### src/rtl/im_loader_pkg.sv
// Shared definitions for the instruction-memory loader: FSM encoding, code segment base,
// and the IM_LOADER_CHECKSUM_EN build option (adds a trailing XOR checksum byte).
package im_loader_pkg;

  localparam logic [31:0] CODE_SEG_PC = 32'h0000_3000;

`ifdef IM_LOADER_CHECKSUM_EN
  localparam bit CHECKSUM_EN = 1'b1;

  typedef enum logic [2:0] {
    HDR_HI = 3'd0,
    HDR_LO = 3'd1,
    DATA   = 3'd2,
    CKSUM  = 3'd3,
    DONE   = 3'd4,
    ERR    = 3'd5
  } im_state_e;
`else
  localparam bit CHECKSUM_EN = 1'b0;

  typedef enum logic [2:0] {
    HDR_HI = 3'd0,
    HDR_LO = 3'd1,
    DATA   = 3'd2,
    DONE   = 3'd4,
    ERR    = 3'd5
  } im_state_e;
`endif

endpackage

### src/rtl/im_word_packer.sv
// Big-endian byte-to-word packer: three bytes are held, the fourth completes the word
// combinationally so the loader can register it on the same edge.
module im_word_packer (
  input  logic        clk,
  input  logic        reset,
  input  logic [7:0]  byte_i,
  input  logic        strobe_i,
  input  logic        clear_i,
  output logic [31:0] word_o,
  output logic        word_valid_o
);

  logic [23:0] sh_q;
  logic [1:0]  cnt_q;

  assign word_o       = {sh_q, byte_i};
  assign word_valid_o = strobe_i && (cnt_q == 2'd3);

  always_ff @(posedge clk or posedge reset) begin
    if (reset) begin
      sh_q  <= '0;
      cnt_q <= '0;
    end else if (clear_i) begin
      sh_q  <= '0;
      cnt_q <= '0;
    end else if (strobe_i) begin
      sh_q  <= {sh_q[15:0], byte_i};
      cnt_q <= cnt_q + 2'd1;
    end
  end

endmodule

### src/rtl/im_loader.sv
// Byte-stream program loader: parses a word-count header and big-endian words into the
// instruction memory, holding the CPU in reset until done. Option: IM_LOADER_CHECKSUM_EN.
//
// Handshake: a byte is consumed on a rising clk edge where in_valid && in_ready;
// in_valid may drop on any cycle and in_ready never depends on in_valid.
module im_loader
  import im_loader_pkg::*;
#(
  parameter int IM_DEPTH = 1024,
  parameter int ADDR_W   = 10
) (
  input  logic              clk,
  input  logic              reset,
  input  logic              in_valid,
  input  logic [7:0]        in_data,
  output logic              in_ready,
  output logic              im_we,
  output logic [ADDR_W-1:0] im_waddr,
  output logic [31:0]       im_wdata,
  output logic              cpu_reset,
  output logic              done,
  output logic              error,
  output im_state_e         state_o
);

  localparam int CNT_W = ADDR_W + 1;

`ifdef IM_LOADER_CHECKSUM_EN
  localparam im_state_e PAYLOAD_END = CKSUM;
`else
  localparam im_state_e PAYLOAD_END = DONE;
`endif

  im_state_e         state_q, state_d;
  logic [7:0]        hdr_q;
  logic [CNT_W-1:0]  n_q;
  logic [CNT_W-1:0]  wcnt_q;
  logic              we_q;
  logic [ADDR_W-1:0] waddr_q;
  logic [31:0]       wdata_q;
`ifdef IM_LOADER_CHECKSUM_EN
  logic [7:0]        xor_q;
`endif

  logic        accept;
  logic        strobe;
  logic [15:0] n_full;
  logic        last_word;
  logic [31:0] word;
  logic        word_valid;

  // Gating with reset keeps in_ready low for the whole time reset is held.
  assign in_ready  = !reset && (state_q == HDR_HI || state_q == HDR_LO || state_q == DATA
`ifdef IM_LOADER_CHECKSUM_EN
                                || state_q == CKSUM
`endif
                               );
  assign accept    = in_valid && in_ready;
  assign strobe    = accept && (state_q == DATA);
  assign n_full    = {hdr_q, in_data};
  assign last_word = (wcnt_q + CNT_W'(1)) == n_q;

  im_word_packer u_packer (
    .clk          (clk),
    .reset        (reset),
    .byte_i       (in_data),
    .strobe_i     (strobe),
    .clear_i      (state_q != DATA),
    .word_o       (word),
    .word_valid_o (word_valid)
  );

  always_comb begin
    state_d = state_q;
    unique case (state_q)
      HDR_HI: if (accept) state_d = HDR_LO;
      HDR_LO: begin
        if (accept) begin
          if (n_full == 16'd0)               state_d = PAYLOAD_END;
          else if (32'(n_full) > IM_DEPTH)   state_d = ERR;
          else                               state_d = DATA;
        end
      end
      DATA:   if (word_valid && last_word) state_d = PAYLOAD_END;
`ifdef IM_LOADER_CHECKSUM_EN
      CKSUM:  if (accept) state_d = (in_data == xor_q) ? DONE : ERR;
`endif
      DONE:   state_d = DONE;
      ERR:    state_d = ERR;
      default: state_d = HDR_HI;
    endcase
  end

  always_ff @(posedge clk or posedge reset) begin
    if (reset) begin
      state_q <= HDR_HI;
      hdr_q   <= '0;
      n_q     <= '0;
      wcnt_q  <= '0;
      we_q    <= 1'b0;
      waddr_q <= '0;
      wdata_q <= '0;
    end else begin
      state_q <= state_d;
      we_q    <= word_valid;
      if (accept && state_q == HDR_HI) hdr_q <= in_data;
      if (accept && state_q == HDR_LO) begin
        n_q    <= CNT_W'(n_full);
        wcnt_q <= '0;
      end
      if (word_valid) begin
        wcnt_q  <= wcnt_q + CNT_W'(1);
        waddr_q <= wcnt_q[ADDR_W-1:0];
        wdata_q <= word;
      end
    end
  end

`ifdef IM_LOADER_CHECKSUM_EN
  always_ff @(posedge clk or posedge reset) begin
    if (reset)       xor_q <= '0;
    else if (strobe) xor_q <= xor_q ^ in_data;
  end
`endif

  assign im_we     = we_q;
  assign im_waddr  = waddr_q;
  assign im_wdata  = wdata_q;
  // The final write pulse occupies the first DONE cycle, so done follows it by one cycle.
  assign done      = (state_q == DONE) && !we_q;
  assign cpu_reset = !done;
  assign error     = (state_q == ERR);
  assign state_o   = state_q;

endmodule

### config.mk
export PLATFORM = sky130hd
export DESIGN_NAME = im_loader
export DESIGN_NICKNAME = d
export VERILOG_FILES = /design/src/rtl/im_loader_pkg.sv /design/src/rtl/im_word_packer.sv /design/src/rtl/im_loader.sv
export SDC_FILE = /design/constraint.sdc
export NUM_CORES = 1
export LEC_CHECK = 0
export BUFFER_PORTS_ARGS = -buffer_cell sky130_fd_sc_hd__buf_4
export CORE_MARGIN = 1
export CORE_UTILIZATION = 35
export CTS_BUF_LIST = sky130_fd_sc_hd__clkbuf_8
export CTS_CLUSTER_SIZE = 24
export DETAILED_ROUTE_END_ITERATION = 8
export PLACE_DENSITY = 0.63
export SLEW_MARGIN = 30
export SYNTH_ARGS = -nofsm -noshare
export SYNTH_HDL_FRONTEND = slang
export SYNTH_SLANG_ARGS = --single-unit
### constraint.sdc
create_clock -name clk -period 3.5 [get_ports clk]
set_input_delay 0.875 -clock clk [delete_from_list [all_inputs] [get_ports clk]]
set_output_delay 0.875 -clock clk [all_outputs]
set_load 0.01 [all_outputs]
==> impl_metrics.env, run 1 <==
export IMPL_worstSetupPathType="in2reg"
export IMPL_ys_seq_elements=102
export IMPL_path_delay_family="compound AO/OA/AOI/OAI gates"
export IMPL_syn_nets=487
export IMPL_crit_fanout=27
export IMPL_grt_use_total=0.167
export IMPL_dp_hpwl_mm=6.92
export IMPL_setup_tns_final_ns=0
export IMPL_p_per_area_mw_per_mm2=504
export IMPL_overflow=0
export IMPL_status="completed"
export IMPL_layout_drive_gt1_share=0.197
export IMPL_fp_dieH_microns=115
export IMPL_routed_wl_mm=10.3
export IMPL_multi_input_area_sq_mm=0.00175
export IMPL_clkLatencyLatePin_ns=0.37
export IMPL_synthCells=474
export IMPL_yosys_warnings=0
export IMPL_finalHoldViolCount=0
export IMPL_post_cts_setup_buffers=0
export IMPL_register_area_sq_mm=0.00255
export IMPL_grt_first_pass_wirelength_mm=17.2
export IMPL_maxCapViolCount=0
export IMPL_grt_max_degree=67
export IMPL_worst_slew_pin_slew_ns=0.949
export IMPL_ys_async_sr_fraction=1.00
export IMPL_numCtsBuffers=9
export IMPL_yosysSeqAreaShare=0.576
export IMPL_coreArea_sq_mm=0.0122
export IMPL_synth_top_area_frac=0.576
export IMPL_dieArea_sq_mm=0.0131
export IMPL_critPathBufInv=2
export IMPL_die_w_microns=115
export IMPL_finalSetupViolations=0
export IMPL_cts_tree="done"
export IMPL_grt_pass1_vias=3243
export IMPL_slew_headroom=0.366
export IMPL_cts_sinks=102
export IMPL_post_drt_via_cell_ratio=4.97
export IMPL_start_kind="input pin"
export IMPL_drtPass1Iterations=4
export IMPL_syn_avg_cell_area_sq_um=9.35
export IMPL_worst_hold_path_type="reg2reg"
export IMPL_synth_flop_cell="dfrtp_1"
export IMPL_fillers=1204
export IMPL_cts_path_max_buffers=2
export IMPL_start_util=0.365
export IMPL_synth_area_sq_mm=0.00443
export IMPL_drt_iter0_drc=211
export IMPL_final_common_cell="nand2_1"
export IMPL_period_needed_ns=2.58
export IMPL_period_share=0.737
export IMPL_syn2layout_area_growth_pct=19.4
export IMPL_vias=3462
export IMPL_slew_violations=0
export IMPL_p_total_w=0.00267
export IMPL_rsz0062_at_grt="false"
export IMPL_nets=537
export IMPL_diodes=0
export IMPL_hold_buffers=0
export IMPL_crit_path_top_delay_cell="a21oi_1"
export IMPL_htreeDepth=3
export IMPL_synth_top_area_cell="dfrtp_1"
export IMPL_worst_ep_required_time_ns=3.78
export IMPL_drcViolationCount=0
export IMPL_gp_congestion=0.831
export IMPL_ir_drop_mv=0.228
export IMPL_cpPeakStageDelay_ns=0.75
export IMPL_fin_util=0.435
export IMPL_final_antenna_net_count=0
export IMPL_crit_chain="buf_4 -> or2_0 -> or2_2 -> clkinv_1 -> a21oi_1 -> o21ai_0 -> o31ai_1"
export IMPL_cts_root_buffer="clkbuf_8"
export IMPL_cp_end_kind="flip-flop"
export IMPL_power_leakage_nw=2.56
export IMPL_antenna_found_initial=0
export IMPL_cp_data_arrival_time_ns=2.86
export IMPL_wl_per_cell_microns=14.8
export IMPL_synth_area_leaders="dfrtp_1 (58%), nand2_1 (16%), mux2_2 (4.3%)"
export IMPL_synth_edf_count=0
export IMPL_io_buffers=60
export IMPL_cts_resized=0
export IMPL_clk_pin_slew_ns=0.10
export IMPL_final_cell_mix="nand2_1 (189), dfrtp_1 (102), buf_4 (64), a21oi_1 (30), o21ai_0 (18)"
export IMPL_ioPinCount=61
export IMPL_fmax_mhz=388
export IMPL_hold_slack_ns=0.479
export IMPL_placementRows=40
export IMPL_skew_ns=0.00960
export IMPL_synth_cell_types=43
registers in the layout, indices dropped and copies added (netlist names):
register	cells
im_waddr	10
wcnt_q	11
im_wdata	32
hdr_q	8
u_packer.sh_q	24
im_we	1
state_o	3
n_q	11
u_packer.cnt_q	2
routing by layer:
metal,vias up,GRT usage,routed length [microns]
met2,86,0.246,4530
met1,1705,0.253,5150
li1,1661,-,-
met4,0,0.0468,129
met3,10,0.0281,479
met5,-,0,0
worst paths after layout:
kind / to / start / cells after the start / slack, ns
worst max-delay path: wcnt_q[6] / reset / 7 / 0.92
worst min register to register: im_wdata[24] / u_packer.sh_q[16] / 2 / 0.48
worst max register to register: wcnt_q[6] / u_packer.cnt_q[0] / 7 / 0.95
max in group asynchronous: wcnt_q[0] / reset / 4 / 2.16
min in group asynchronous: im_wdata[28] / reset / 2 / 0.49
worst min-delay path: im_wdata[24] / u_packer.sh_q[16] / 2 / 0.48
tightest hold or removal path, delay by kind of cell (launching register included):
family        cells  cell delay (ns)
flops             1             0.36
simple gates      2             0.11
cell families (layout without fill, tap and decap cells):
family	Yosys count	after routing	synth area share
xor+xnor	18	18	0.0356
mux	18	18	0.0457
flops	102	102	0.576
compound gates	63	63	0.0824
buf+inv	32	87	0.0291
fa+ha+maj	2	2	0.00564
simple gates	239	239	0.226
final cells by class:
cell class,instances,share of cell area
Clock inverter,6,0.0175
Tap cell,168,0.0397
Timing Repair Buffer,66,0.0997
Multi-Input combinational cell,340,0.331
Inverter,5,0.00425
Clock buffer,10,0.0260
Sequential cell,102,0.482
report_power, final:
part / total, W / switching, W / internal (W)
Clock: 0.000853 / 0.000427 / 0.000426
Combinational: 0.000418 / 0.000198 / 0.000220
Sequential: 0.00140 / 0.000109 / 0.00129
synth_stat cells, types with 4 or more instances:
master    count
mux2_2       17
xnor2_1      11
buf_2         6
dfrtp_1     102
inv_1         4
nand3_1       9
o21ai_0      18
clkbuf_1     19
nand4_1       5
a21oi_1      30
xor2_1        7
nand2_1     189
nor2_1       12
per-stage QoR:
step / worst slack, ns / instances / cell area (sq um)
floorplan: 1.13 / 474 / 4440
global placement: 0.675 / 680 / 5040
detailed placement: 0.540 / 680 / 5040
CTS: 0.917 / 696 / 5270
global route: 0.585 / 697 / 5300
finish: 0.920 / 697 / 5300
Note: power is estimated with default switching activity, not from simulation.
==> run 2: changes to the inputs <==
Settings changed: ABC_AREA set to 1.
Clock period 3.5 ns to 2.3 ns, I/O delays scaled along.
==> run 2 against run 1 <==
Worst hold slack worse by 0.093 ns; power up 74%; count of clock-buffer cells in the layout down 1; largest cell class unchanged; synthesized cell count grew 4.9%; final cell count rose by 4.7%.
==> impl_metrics.env, run 2 <==
export IMPL_numCtsBuffers=9
export IMPL_clkLatencyLatePin_ns=0.39
export IMPL_ys_async_sr_fraction=1.00
export IMPL_cts_tree="done"
export IMPL_synth_most_common_cell="nand2_1"
export IMPL_die_w_microns=115
export IMPL_ir_drop_mv=0.304
export IMPL_ioPinCount=61
export IMPL_yosys_top_cells_count="nand2_1 (128), dfrtp_1 (102), inv_1 (67), o21ai_0 (57), nand3_1 (36)"
export IMPL_rsz0062_at_grt="false"
export IMPL_overflow=0
export IMPL_diodes=0
export IMPL_finalHoldViolCount=0
export IMPL_synth_area_leaders="dfrtp_1 (57%), nand2_1 (11%), o21ai_0 (6.4%)"
export IMPL_setup_tns_final_ns=0
export IMPL_hold_slack_ns=0.385
export IMPL_worst_hold_path_type="in2async"
export IMPL_gp_congestion=0.784
export IMPL_cts_path_max_buffers=2
export IMPL_synth_top_area_cell="dfrtp_1"
export IMPL_hold_buffers=0
export IMPL_worst_slew_pin_slew_ns=0.844
export IMPL_period_share=0.909
export IMPL_rrSetupSlack_ns=0.40
export IMPL_reg2reg_from="state_o[1]"
export IMPL_dp_cells=714
export IMPL_fp_dieH_microns=115
export IMPL_skew_ns=0.0110
export IMPL_cts_resized=0
export IMPL_synthSimpleGateAreaFrac=0.202
export IMPL_final_cell_mix="nand2_1 (128), dfrtp_1 (102), buf_4 (67), inv_1 (66), o21ai_1 (32)"
export IMPL_cts_root_buffer="clkbuf_8"
export IMPL_crit_fanout=5
export IMPL_ys_seq_elements=102
export IMPL_p_per_area_mw_per_mm2=872
export IMPL_final_antenna_net_count=0
export IMPL_post_drt_via_cell_ratio=4.66
export IMPL_yosysSeqAreaShare=0.572
export IMPL_synth_edf_count=0
export IMPL_cpPeakStageDelay_ns=0.43
export IMPL_routed_wl_mm=10.1
export IMPL_crit_path_frequent_cell="nand2_2"
export IMPL_nets=570
export IMPL_period_needed_ns=2.09
export IMPL_layout_drive_gt1_share=0.217
export IMPL_power_leakage_nw=2.57
export IMPL_rr_worst_depth=9
export IMPL_fin_ws_ns=0.210
export IMPL_wl_per_cell_microns=13.9
export IMPL_drtPass1Iterations=5
export IMPL_r2r_end="n_q[4]"
export IMPL_start_kind="flip-flop"
export IMPL_grt_use_total=0.166
export IMPL_grt_max_degree=69
export IMPL_synthCells=497
export IMPL_final_common_cell="nand2_1"
export IMPL_grt_pass1_vias=3184
export IMPL_largest_reg_flops=32
export IMPL_cp_data_arrival_time_ns=1.52
export IMPL_dp_hpwl_mm=7.28
export IMPL_dieArea_sq_mm=0.0132
export IMPL_fmax_mhz=478
export IMPL_grt_first_pass_wirelength_mm=16.8
export IMPL_crit_chain="nor2_1 -> nand2_2 -> nand2_2 -> o21ai_2 -> inv_2 -> buf_4"
export IMPL_synth_area_sq_mm=0.00446
export IMPL_syn_nets=510
export IMPL_cp_end_kind="output pin"
export IMPL_coreArea_sq_mm=0.0122
export IMPL_critPathBufInv=2
export IMPL_synth_compound_area_frac=0.134
export IMPL_synth_top_family_by_area="simple AND/OR/NAND/NOR gates"
export IMPL_post_cts_setup_buffers=0
export IMPL_drt_iter0_drc=222
export IMPL_place_ws_ns=0.410
export IMPL_worstSetupPathType="reg2out"
export IMPL_start_util=0.365
export IMPL_antenna_found_initial=0
export IMPL_status="completed"
export IMPL_synth_fa_ha_area_frac=0.00561
export IMPL_muxShareOfSynthArea=0
export IMPL_synth_xor_area_frac=0.00196
export IMPL_synth_top_area_frac=0.572
export IMPL_crit_path_top_delay_cell="dfrtp_1"
export IMPL_io_buffers=60
export IMPL_worst_ep_required_time_ns=1.73
export IMPL_path_delay_family="flip-flops"
export IMPL_syn2layout_area_growth_pct=19.2
export IMPL_finalSetupViolations=0
export IMPL_slew_violations=0
export IMPL_slew_headroom=0.437
export IMPL_cts_sinks=102
export IMPL_fin_cells=730
export IMPL_synth_cell_types=33
export IMPL_synth_flop_cell="dfrtp_1"
export IMPL_maxCapViolCount=0
export IMPL_htreeDepth=3
export IMPL_yosys_warnings=0
export IMPL_drcViolationCount=0
export IMPL_syn_avg_cell_area_sq_um=8.97
export IMPL_clk_pin_slew_ns=0.11
export IMPL_placementRows=40
export IMPL_vias=3399
## run 2: layer usage
| layer | GRT usage | part of all wire |
|---|---|---|
| met5 | 0 | 0 |
| met4 | 0.0597 | 0.014 |
| met3 | 0.0380 | 0.045 |
| met2 | 0.247 | 0.45 |
| met1 | 0.238 | 0.49 |
## run 2: worst max path at each step
| stage | startpoint | to | slack (ns) | cells past startpoint |
|---|---|---|---|---|
| 2_1_floorplan | reset | wcnt_q[0] | -0.75 | 5 |
| 3_3_place_gp | in_data[4] | state_o[1] | 0.41 | 8 |
| 3_5_place_dp | in_data[4] | state_o[1] | 0.41 | 8 |
| 4_1_cts | state_o[1] | in_ready | 0.18 | 6 |
| 5_1_grt | state_o[1] | in_ready | 0.06 | 6 |
| 6_report | state_o[1] | in_ready | 0.21 | 6 |
## run 2: cell families after synthesis
group | after synthesis
and+or+nand+nor | 205
DFF | 102
AOI/OAI and AO/OA | 97
buffers and inverters | 90
adders and majority gates | 2
xor gates and xnor gates | 1
## run 2: through the flow
step                      utilization  power (W)  area (sq um)
after floorplan                     -    0.00323          4570
after global placement          0.420    0.00352          5130
after detailed placement        0.420    0.00357          5130
after CTS                       0.435    0.00468          5320
after global routing            0.435    0.00497          5320
final                           0.435    0.00464          5320
## run 2: cell type report
type,instances,area (sq um)
timing repair buffer,67,503
fill,1230,6890
tap,168,210
clock inverter,7,65.1
inverter,72,275
multi-input combinational,305,1590
clock buffer,9,124
sequential,102,2550
## run 2: where the power goes
part / internal [W] / total (W) / switching (W) / leakage (nW)
Combinational: 0.000450 / 0.00126 / 0.000813 / 1.10
Clock: 0.000418 / 0.00110 / 0.000678 / 0.0938
Sequential: 0.00206 / 0.00228 / 0.000217 / 1.38
## run 2: worst register-to-register path, stage by stage, from the launching register on
cell and delay, ns:
dfrtp_1 0.43, nor2_1 0.20, nand2_2 0.12, nand2_2 0.12, o21ai_2 0.06, inv_2 0.07
nand2_4 0.16, nor2_4 0.44, nor2_1 0.11, a21oi_2 0.12
